`src/rtl/ps2_pkg.sv`:
```
// -----------------------------------------------------------------------------
// ps2_pkg
// Shared constants and types for the PS/2 key-event decoder:
//   - special scan-code bytes (extended prefix, break prefix, BAT, ACK)
//   - prefix FSM state encoding
//   - packed key-event layout {ext, brk, code} and helpers to build/test it
// No ports (package).
// -----------------------------------------------------------------------------
package ps2_pkg;

    localparam logic [7:0] PS2_EXT = 8'hE0;
    localparam logic [7:0] PS2_BRK = 8'hF0;
    localparam logic [7:0] PS2_BAT = 8'hAA;
    localparam logic [7:0] PS2_ACK = 8'hFA;

    // Event word: bit 9 = ext, bit 8 = brk, bits 7:0 = scan code
    localparam int EVT_W = 10;

    typedef enum logic [1:0] {
        S_IDLE    = 2'b00,
        S_EXT     = 2'b01,
        S_BRK     = 2'b10,
        S_EXT_BRK = 2'b11
    } estado_t;

    function automatic logic [EVT_W-1:0] empaqueta_evento(
        input logic       ext,
        input logic       brk,
        input logic [7:0] codigo
    );
        return {ext, brk, codigo};
    endfunction

    // True for either prefix byte; a prefix arriving where a code is
    // required is a protocol error.
    function automatic logic es_prefijo(input logic [7:0] b);
        return (b == PS2_EXT) || (b == PS2_BRK);
    endfunction

endpackage

```
`src/rtl/ps2_decodificador_eventos_fifo.sv`:
```
// -----------------------------------------------------------------------------
// fifo_eventos
// Generic synchronous show-ahead FIFO. The head word is driven
// combinationally from storage and reads as zero while empty.
// Ports:
//   clk_i         clock
//   rst_i         asynchronous active-low reset (pointers and count)
//   i_push        write request; ignored when full unless i_pop is also set
//   i_pop         read request; ignored when empty
//   i_dato        write data
//   o_dato        head word (0 when empty)
//   o_vacio       FIFO empty
//   o_cuenta      current occupancy (AW+1 bits)
//   o_cuenta_sig  occupancy after the current edge (for registered flags)
// -----------------------------------------------------------------------------
module fifo_eventos
    import ps2_pkg::*;
#(
    parameter int W    = EVT_W,
    parameter int PROF = 4,
    parameter int AW   = 2
) (
    input  logic          clk_i,
    input  logic          rst_i,
    input  logic          i_push,
    input  logic          i_pop,
    input  logic [W-1:0]  i_dato,
    output logic [W-1:0]  o_dato,
    output logic          o_vacio,
    output logic [AW:0]   o_cuenta,
    output logic [AW:0]   o_cuenta_sig
);

    localparam logic [AW:0] CUENTA_LLENO = (AW+1)'(PROF);

    logic [W-1:0]  r_mem [PROF];
    logic [AW-1:0] r_ptr_wr;
    logic [AW-1:0] r_ptr_rd;
    logic [AW:0]   r_cuenta;

    logic          w_vacio;
    logic          w_lleno;
    logic          w_push_ok;
    logic          w_pop_ok;
    logic [AW:0]   w_cuenta_sig;

    assign w_vacio = (r_cuenta == '0);
    assign w_lleno = (r_cuenta == CUENTA_LLENO);

    // A full FIFO still accepts a write when the head leaves on the same
    // edge; an empty FIFO never pops, so push+pop while empty is a push.
    assign w_push_ok = i_push & (~w_lleno | i_pop);
    assign w_pop_ok  = i_pop & ~w_vacio;

    always_comb begin
        w_cuenta_sig = r_cuenta;
        if (w_push_ok && !w_pop_ok) begin
            w_cuenta_sig = r_cuenta + 1'b1;
        end else if (!w_push_ok && w_pop_ok) begin
            w_cuenta_sig = r_cuenta - 1'b1;
        end
    end

    always_ff @(posedge clk_i or negedge rst_i) begin
        if (!rst_i) begin
            r_ptr_wr <= '0;
            r_ptr_rd <= '0;
            r_cuenta <= '0;
        end else begin
            // Pointers wrap naturally because PROF == 2**AW
            if (w_push_ok) r_ptr_wr <= r_ptr_wr + 1'b1;
            if (w_pop_ok)  r_ptr_rd <= r_ptr_rd + 1'b1;
            r_cuenta <= w_cuenta_sig;
        end
    end

    // Storage carries no reset; the empty gate on o_dato hides stale words.
    always_ff @(posedge clk_i) begin
        if (w_push_ok) begin
            r_mem[r_ptr_wr] <= i_dato;
        end
    end

    assign o_dato       = w_vacio ? '0 : r_mem[r_ptr_rd];
    assign o_vacio      = w_vacio;
    assign o_cuenta     = r_cuenta;
    assign o_cuenta_sig = w_cuenta_sig;

endmodule

```
`src/rtl/ps2_decodificador_eventos.sv`:
```
// -----------------------------------------------------------------------------
// ps2_decodificador_eventos
// Turns the PS/2 receiver's byte stream into key events {ext, brk, code}:
// strips E0/F0 prefixes with a small FSM, drops BAT/ACK bytes, queues events
// in a show-ahead FIFO and throttles the receiver while the FIFO is full.
// Ports:
//   clk_i         system clock
//   rst_i         asynchronous active-low reset
//   rx_listo_i    one-cycle strobe: dato_i holds a new byte
//   dato_i        received byte
//   evt_rd_i      pop the head event
//   clr_err_i     clear sticky error flags (a same-edge set wins)
//   evt_codigo_o  head event scan code (0 when empty)
//   evt_ext_o     head event had an E0 prefix
//   evt_brk_o     head event is a release (F0 prefix)
//   evt_valido_o  FIFO not empty
//   evt_lleno_o   FIFO full
//   rx_en_o       receiver enable, low while full
//   err_proto_o   sticky: illegal prefix sequence
//   err_ovf_o     sticky: event dropped on a full FIFO
// -----------------------------------------------------------------------------
module ps2_decodificador_eventos
    import ps2_pkg::*;
#(
    parameter int PROF_FIFO = 4,
    parameter int AW        = 2
) (
    input  logic       clk_i,
    input  logic       rst_i,
    input  logic       rx_listo_i,
    input  logic [7:0] dato_i,
    input  logic       evt_rd_i,
    input  logic       clr_err_i,
    output logic [7:0] evt_codigo_o,
    output logic       evt_ext_o,
    output logic       evt_brk_o,
    output logic       evt_valido_o,
    output logic       evt_lleno_o,
    output logic       rx_en_o,
    output logic       err_proto_o,
    output logic       err_ovf_o
);

    localparam logic [AW:0] CUENTA_LLENO = (AW+1)'(PROF_FIFO);

    estado_t          r_estado;
    estado_t          w_estado_sig;

    logic             w_push;
    logic [EVT_W-1:0] w_evt;
    logic             w_set_proto;
    logic             w_set_ovf;

    logic [EVT_W-1:0] w_cabeza;
    logic             w_vacio;
    logic             w_lleno;
    logic [AW:0]      w_cuenta;
    logic [AW:0]      w_cuenta_sig;

    logic             r_err_proto;
    logic             r_err_ovf;
    logic             r_rx_en;

    // FSM state register
    always_ff @(posedge clk_i or negedge rst_i) begin
        if (!rst_i) begin
            r_estado <= S_IDLE;
        end else begin
            r_estado <= w_estado_sig;
        end
    end

    // FSM next state: only sampled bytes move the FSM
    always_comb begin
        w_estado_sig = r_estado;
        if (rx_listo_i) begin
            unique case (r_estado)
                S_IDLE: begin
                    if (dato_i == PS2_EXT)      w_estado_sig = S_EXT;
                    else if (dato_i == PS2_BRK) w_estado_sig = S_BRK;
                    else                        w_estado_sig = S_IDLE;
                end
                S_EXT: begin
                    // A repeated E0 is flagged but keeps the extended prefix
                    if (dato_i == PS2_BRK)      w_estado_sig = S_EXT_BRK;
                    else if (dato_i == PS2_EXT) w_estado_sig = S_EXT;
                    else                        w_estado_sig = S_IDLE;
                end
                S_BRK:     w_estado_sig = S_IDLE;
                S_EXT_BRK: w_estado_sig = S_IDLE;
                default:   w_estado_sig = S_IDLE;
            endcase
        end
    end

    // FSM outputs: event push and protocol-error strobe
    always_comb begin
        w_push      = 1'b0;
        w_evt       = '0;
        w_set_proto = 1'b0;
        if (rx_listo_i) begin
            unique case (r_estado)
                S_IDLE: begin
                    if (!es_prefijo(dato_i) && dato_i != PS2_BAT && dato_i != PS2_ACK) begin
                        w_push = 1'b1;
                        w_evt  = empaqueta_evento(1'b0, 1'b0, dato_i);
                    end
                end
                S_EXT: begin
                    if (dato_i == PS2_EXT) begin
                        w_set_proto = 1'b1;
                    end else if (dato_i != PS2_BRK) begin
                        w_push = 1'b1;
                        w_evt  = empaqueta_evento(1'b1, 1'b0, dato_i);
                    end
                end
                S_BRK: begin
                    if (es_prefijo(dato_i)) begin
                        w_set_proto = 1'b1;
                    end else begin
                        w_push = 1'b1;
                        w_evt  = empaqueta_evento(1'b0, 1'b1, dato_i);
                    end
                end
                S_EXT_BRK: begin
                    if (es_prefijo(dato_i)) begin
                        w_set_proto = 1'b1;
                    end else begin
                        w_push = 1'b1;
                        w_evt  = empaqueta_evento(1'b1, 1'b1, dato_i);
                    end
                end
                default: begin
                    w_push = 1'b0;
                end
            endcase
        end
    end

    fifo_eventos #(
        .W    (EVT_W),
        .PROF (PROF_FIFO),
        .AW   (AW)
    ) u_fifo (
        .clk_i        (clk_i),
        .rst_i        (rst_i),
        .i_push       (w_push),
        .i_pop        (evt_rd_i),
        .i_dato       (w_evt),
        .o_dato       (w_cabeza),
        .o_vacio      (w_vacio),
        .o_cuenta     (w_cuenta),
        .o_cuenta_sig (w_cuenta_sig)
    );

    assign w_lleno = (w_cuenta == CUENTA_LLENO);

    // A pop on the same edge makes room, so that case is not an overflow
    assign w_set_ovf = w_push & w_lleno & ~evt_rd_i;

    always_ff @(posedge clk_i or negedge rst_i) begin
        if (!rst_i) begin
            r_err_proto <= 1'b0;
            r_err_ovf   <= 1'b0;
            r_rx_en     <= 1'b1;
        end else begin
            if (w_set_proto)    r_err_proto <= 1'b1;
            else if (clr_err_i) r_err_proto <= 1'b0;

            if (w_set_ovf)      r_err_ovf <= 1'b1;
            else if (clr_err_i) r_err_ovf <= 1'b0;

            // Registered from the next count so it drops together with full
            r_rx_en <= (w_cuenta_sig != CUENTA_LLENO);
        end
    end

    assign evt_ext_o    = w_cabeza[9];
    assign evt_brk_o    = w_cabeza[8];
    assign evt_codigo_o = w_cabeza[7:0];
    assign evt_valido_o = ~w_vacio;
    assign evt_lleno_o  = w_lleno;
    assign rx_en_o      = r_rx_en;
    assign err_proto_o  = r_err_proto;
    assign err_ovf_o    = r_err_ovf;

endmodule

```
`config.mk`:
```
export PLATFORM = sky130hd
export DESIGN_NAME = ps2_decodificador_eventos
export DESIGN_NICKNAME = d
export VERILOG_FILES = /design/src/rtl/ps2_pkg.sv /design/src/rtl/ps2_decodificador_eventos_fifo.sv /design/src/rtl/ps2_decodificador_eventos.sv
export SDC_FILE = /design/constraint.sdc
export NUM_CORES = 1
export LEC_CHECK = 0
export BUFFER_PORTS_ARGS = -buffer_cell sky130_fd_sc_hd__buf_2
export CAP_MARGIN = 20
export CORE_MARGIN = 10
export CORE_UTILIZATION = 44
export CTS_CLUSTER_SIZE = 30
export DETAILED_ROUTE_END_ITERATION = 10
export MAX_ROUTING_LAYER = met4
export PLACE_DENSITY = 0.65
export SYNTH_ARGS = -nofsm -noshare
export SYNTH_HDL_FRONTEND = slang
export SYNTH_HIERARCHICAL = 1
export SYNTH_SLANG_ARGS = --single-unit
export TNS_END_PERCENT = 5
```
`constraint.sdc`:
```
create_clock -name clk_i -period 2 [get_ports clk_i]
set_input_delay 0.3 -clock clk_i [delete_from_list [all_inputs] [get_ports clk_i]]
set_output_delay 0.3 -clock clk_i [all_outputs]
set_load 0.02 [all_outputs]
```
# Word-level counts from Yosys, hierarchy flattened
# Memory sizes are Yosys's and may differ from the RTL's.
# Index checks and enable logic that the tools add are counted.
[op_classes] n_eq_ne=10 mux=30 n_bitwise=8 reduce_logical=13 addsub=4
[ops] op="2-to-1 mux 10 bit" count=5
[ops] op="case mux 10 bit (4 select lines)" count=1
[ops] op="inequality test 8 bit (second input constant)" count=3
[ops] op="equality test 8 bit (second input constant)" count=2
[ops] op="2-to-1 mux 1 bit" count=14
[ops] op="2-to-1 mux 9 bit" count=1
[ops] op="2-to-1 mux 8 bit" count=1
[ops] op="2-to-1 mux 2 bit" count=3
[ops] op="2-to-1 mux 3 bit" count=2
[ops] op="case mux 2 bit (3 select lines)" count=1
[ops] op="adder 2 x 1 -> 2 bit (second input constant)" count=2
[ops] op="AND 1 bit" count=4
[ops] op="equality test 2 bit (second input constant)" count=2
[ops] op="logical AND 1 bit" count=4
[ops] op="nonzero test 2 bit" count=2
[ops] op="adder 3 x 1 -> 3 bit (second input constant)" count=1
[ops] op="equality test 3 bit (second input constant)" count=1
[ops] op="zero test 1 bit" count=3
[ops] op="zero test 3 bit" count=1
[ops] op="inequality test 3 bit (second input constant)" count=1
[ops] op="NOT 1 bit" count=3
[ops] op="case mux 1 bit (3 select lines)" count=1
[ops] op="subtractor 3 x 1 -> 3 bit (second input constant)" count=1
[ops] op="equality test 2 x 1 -> 1 bit (second input constant)" count=1
[ops] op="5 further kinds" count=5
[totals] out_inout_bits=15 reg_bits=12 input_bits=13 wordCells=73 n_memories=1 ram_bits=40
[mem_list] name="u_fifo.r_mem" words=4 word_bits=10 read_ports=1 rd_clocked_by_memory_dff=0 wr=1 line_no="ps2_decodificador_eventos_fifo.sv:36" text="logic [W-1:0] r_mem [PROF];"

# Longest topological paths before layout
[depth] depth_word=14 mapped_depth=10 ltp_nobuf=9

# By module
# Netlist, hierarchy kept.
[by_module_without_submodules] mod="fifo_eventos" seq_area_each_um2=1376.3 area_each_um2=2009.4 cells_per_inst=116 n_inst=1
[by_module_without_submodules] mod="ps2_decodificador_eventos" seq_area_each_um2=126.4 area_each_um2=385.4 cells_per_inst=44 n_inst=1

# Least setup slack after synthesis
# No wires, ideal clock.
[synth_path] path_type="in2reg" from="input dato_i[6]" to="memory u_fifo/r_mem[2][0] in the netlist's numbering, enable pin" setup_slack_ps=2 setup_ps=343 cell_stages=6 n_path_buf=1 t_required_ps=1657 t_arrival_ps=1655 cell_sequence="nor3b_2 > o21bai_2 > a21oi_2 > clkbuf_1 > o21a_1 > and2_1"
[synth_via] elab_chain_cells=11 elab_cells_between_ends=18 cone_classes="eq/ne (5); mux (8); bitwise (1); reduce/logical (4)"
[synth_lines] item="start, declared" line_no="ps2_decodificador_eventos.sv:31" text="input logic [7:0] dato_i,"
[synth_lines] item="equality test 8 bit, on equally long branches" line_no="ps2_pkg.sv:37, ps2_decodificador_eventos.sv:110"
[synth_lines] item="logical OR 1 bit" line_no="ps2_pkg.sv:37" text="return (b == PS2_EXT) || (b == PS2_BRK);"
[synth_lines] item="zero test 1 bit" line_no="ps2_decodificador_eventos.sv:104" text="if (!es_prefijo(dato_i) && dato_i != PS2_BAT && dato_i != PS2_ACK) begin"
[synth_lines] item="logical AND 1 bit (2 in series)" line_no="ps2_decodificador_eventos.sv:104"
[synth_lines] item="2-to-1 mux 1 bit" line_no="ps2_decodificador_eventos.sv:104"
[synth_lines] item="case mux 1 bit (3 select lines) *" line_no="ps2_decodificador_eventos.sv:102" text="unique case (r_estado)"
[synth_lines] item="2-to-1 mux 1 bit *" line_no="ps2_decodificador_eventos.sv:101" text="if (rx_listo_i) begin"
[synth_lines] item="named net w_push" line_no="ps2_decodificador_eventos.sv:49" text="logic w_push;"
[synth_lines] item="AND 1 bit *" line_no="ps2_decodificador_eventos_fifo.sv:52" text="assign w_push_ok = i_push & (~w_lleno | i_pop);"
[synth_lines] item="2-to-1 mux 1 bit *" line_no="ps2_decodificador_eventos_fifo.sv:79" text="if (w_push_ok) begin"
[synth_lines] item="2-to-1 mux 1 bit (not written as such) *" line_no="ps2_decodificador_eventos_fifo.sv:80" text="r_mem[r_ptr_wr] <= i_dato;"
[synth_lines] item="end, declared" line_no="ps2_decodificador_eventos_fifo.sv:36"
# The timed path passes the listed nets; every way through them passes the cells marked *.

# Final worst setup path
[layout_path] from="register u_fifo.r_ptr_rd[0]" to="output evt_codigo_o[5]"
[layout_via] elab_chain_cells=2
[layout_lines] item="start, declared" line_no="ps2_decodificador_eventos_fifo.sv:38" text="logic [AW-1:0] r_ptr_rd;"
[layout_lines] item="start signal, assigned" line_no="ps2_decodificador_eventos_fifo.sv:72" text="if (w_pop_ok) r_ptr_rd <= r_ptr_rd + 1'b1;"
[layout_lines] item="memory read (4 x 10 bit)"
[layout_lines] item="2-to-1 mux 10 bit" line_no="ps2_decodificador_eventos_fifo.sv:84" text="assign o_dato = w_vacio ? '0 : r_mem[r_ptr_rd];"
[layout_lines] item="end, declared" line_no="ps2_decodificador_eventos.sv:34" text="output logic [7:0] evt_codigo_o,"
# No other way between the ends.

==> metrics.cfg <==
[outcome]
status = finished, final reports clean

[global_routing]
grt_start_max_net_pins = 17
grt_pass1_wl_mm = 8.08
first_global_vias = 1606
antenna_found_initial = 0
grt.total_usage_pct = 12.2
grt_overflow = 0

[synth]
synth-edff-count = 40
async_flop_share_pct = 23.1
synth_nets = 180
synth_most_common_cell = edfxtp_1
synthTopCellsByCount = edfxtp_1, and2_1, dfrtp_1, inv_1, nand2_1
synth_area_leaders = edfxtp_1, dfrtp_1, mux4_2
ys_ff_latch = 52
avgSynthCellArea_um2 = 15.0
synth_warnings = 6
yosysTopAreaCell = edfxtp_1
synth.top_cell.area_share_pct = 50.2
yosysSeqAreaShare_pct = 62.7
netlist_area_mm2 = 0.00239
synth_cells = 160
yosysUniqueCellTypes = 37
synthFlopType = edfxtp_1

[routing]
wl_per_cell_um = 18.2
firstDrtPassIters = 4
num_vias = 1456
dr.first_iter.drc_count = 94
drc = 0
via_per_inst = 5.31
ant_nets = 0
wl_mm = 5.00

[final_layout]
final_util_pct = 57.2
drive_above_1_share_pct = 38.7
syn_to_final_growth_pct = 24.3
design_area_mm2 = 0.00298
antenna_cells = 0
fin_nets = 223

[place]
hpwl_mm = 3.59
gp_congestion = 0.938
port_buffers = 27
dpl_cell_area_mm2 = 0.00273

[floorplanning]
fp.dieArea_mm2 = 0.00879
initial_utilization_pct = 46.0
die-width_um = 93.8
num_rows = 26
core_mm2 = 0.00520
io_pins = 28
die_h_um = 93.8

[timing]
final_max_slew_viol_count = 0
finalHoldViolCount = 0
fin_skew_ps = 11.1
slew_headroom_pct = 74.5
period_minus_slack_ps = 1940
timing.final.crit_share_pct = 97.1
fmax_ghz = 0.515
tightestPinTransition_ps = 383
rsz0062_at_grt = yes
setup_viol = 0

[critical_path]
end_kind = output pin
cp_max_fo = 8
rrSetupSlack_ps = 90
r2r_start = r_estado[1]$_DFFE_PN0P_
crit_type = reg2out
reg2reg_to = rx_en_o$_DFF_PN1_
reg2reg_depth = 9
critPathRequiredTime_ps = 1700
start_kind = flip-flop
arrival_ps = 1640

[clocking]
htree_levels = 2
cts_made_buffers = 5
root_buffer = clkbuf_8
clkSinkCount = 52
clk_pin_slew_ps = 100
clk_latency_ps = 310
cts_tree = done
clock_path_buffers = 2

[run]
drv_cap = 0

[power]
p_leak_nw = 1.16
powerDensity_mw_per_mm2 = 1430
vdd_drop_max_mv = 0.754

[min_path]
hold_end = err_proto_o$_DFFE_PN0P_
hp-class = in2reg
hold_path_depth = 3
hold_start = clr_err_i

## power by group
part           total [mW]  leakage [nW]  internal, mW  switching (mW)
logic                1.95         0.578          1.02           0.923
registers            1.55         0.526          1.42           0.126
clock network       0.750        0.0614         0.409           0.341
## cells in the final DEF, fill, tap and decap left out, types with 4 or more instances in the layout
cell	n
a21oi_1	4
and2_1	12
and2_4	6
buf_12	5
buf_2	19
buf_4	8
buf_6	8
clkbuf_8	6
dfrtp_1	9
edfxtp_1	40
ha_1	6
inv_1	10
mux4_2	10
nand2_1	9
o21ai_0	6
xnor2_1	4
## metrics by stage
step / setup TNS [ps] / power, mW / cells / setup WS, ps / hold WS (ps)
after floorplan: 0 / 2.60 / 160 / 2.04 / 4.41
after global placement: 0 / 3.14 / 262 / 182 / 197
after detailed placement: 0 / 3.21 / 262 / 74.2 / 208
after CTS: -29.3 / 4.01 / 271 / -16.4 / 247
after global routing: -87.1 / 4.50 / 274 / -25.2 / 271
final: 0 / 4.24 / 274 / 58.6 / 251
## worst max-delay path by stage
stage                              startpoint                            to  slack (ps)  depth (start not counted)
3_3_place_gp          r_estado[1]$_DFFE_PN0P_             rx_en_o$_DFF_PN1_         180                          9
2_1_floorplan                       dato_i[6]  u_fifo/r_mem[2][0]$_DFFE_PP_           2                          6
3_5_place_dp          r_estado[1]$_DFFE_PN0P_             rx_en_o$_DFF_PN1_          70                          9
5_1_grt        u_fifo/r_ptr_rd[0]$_DFFE_PN0P_               evt_codigo_o[5]         -30                          4
4_1_cts        u_fifo/r_ptr_rd[0]$_DFFE_PN0P_               evt_codigo_o[0]         -20                          4
6_report       u_fifo/r_ptr_rd[0]$_DFFE_PN0P_               evt_codigo_o[5]          60                          4
## cells by family (layout without fill, tap and decap cells)
group	count (synthesis)	after routing	share of synthesized area (%)
AO/OA/AOI/OAI	21	21	6.11
buffers and inverters	15	59	2.77
multiplexers	10	10	9.72
AND/OR/NAND/NOR	49	49	12.7
flip-flops	52	52	62.7
XOR/XNOR	5	5	1.83
adder cells (fa/ha/maj)	8	8	4.08
## worst max-delay path, stage by stage (launching register included)
cell and delay [ps]:
dfrtp_1 390, buf_6 170, mux4_2 510, and2_4 150, buf_6 120
## flip-flops by register name, indices dropped and copies added (netlist names)
register	cells
u_fifo/r_ptr_wr	2
u_fifo/r_ptr_rd	2
err_ovf_o	1
rx_en_o	1
u_fifo/o_cuenta	3
err_proto_o	1
u_fifo/r_mem	40
r_estado	2
## timing repair
item                                    CTS  global route
resized for setup                         4            26
hold buffers                              1             0
pin swaps                                 0             7
endpoints found under the setup margin   10            12
endpoints found under the hold margin    11             0
buffers inserted                          0             3
## routing by layer
layer / track usage (%) / wire (um) / up-vias
met2: 20.7 / 2610 / 46
met3: 3.44 / 232 / 4
met1: 13.6 / 2110 / 733
met5: - / 0 / -
li1: - / - / 673
met4: 3.54 / 50 / 0
## layout make-up
cell class | count | area (um2)
Clock inverter | 2 | 38.8
Sequential cell | 52 | 1510
Timing Repair Buffer | 41 | 355
Multi-Input combinational cell | 93 | 870
Tap cell | 70 | 87.6
Clock buffer | 6 | 82.6
Inverter | 10 | 37.5
Fill cell | 425 | 2230
Note: power is estimated with default switching activity, not from simulation.
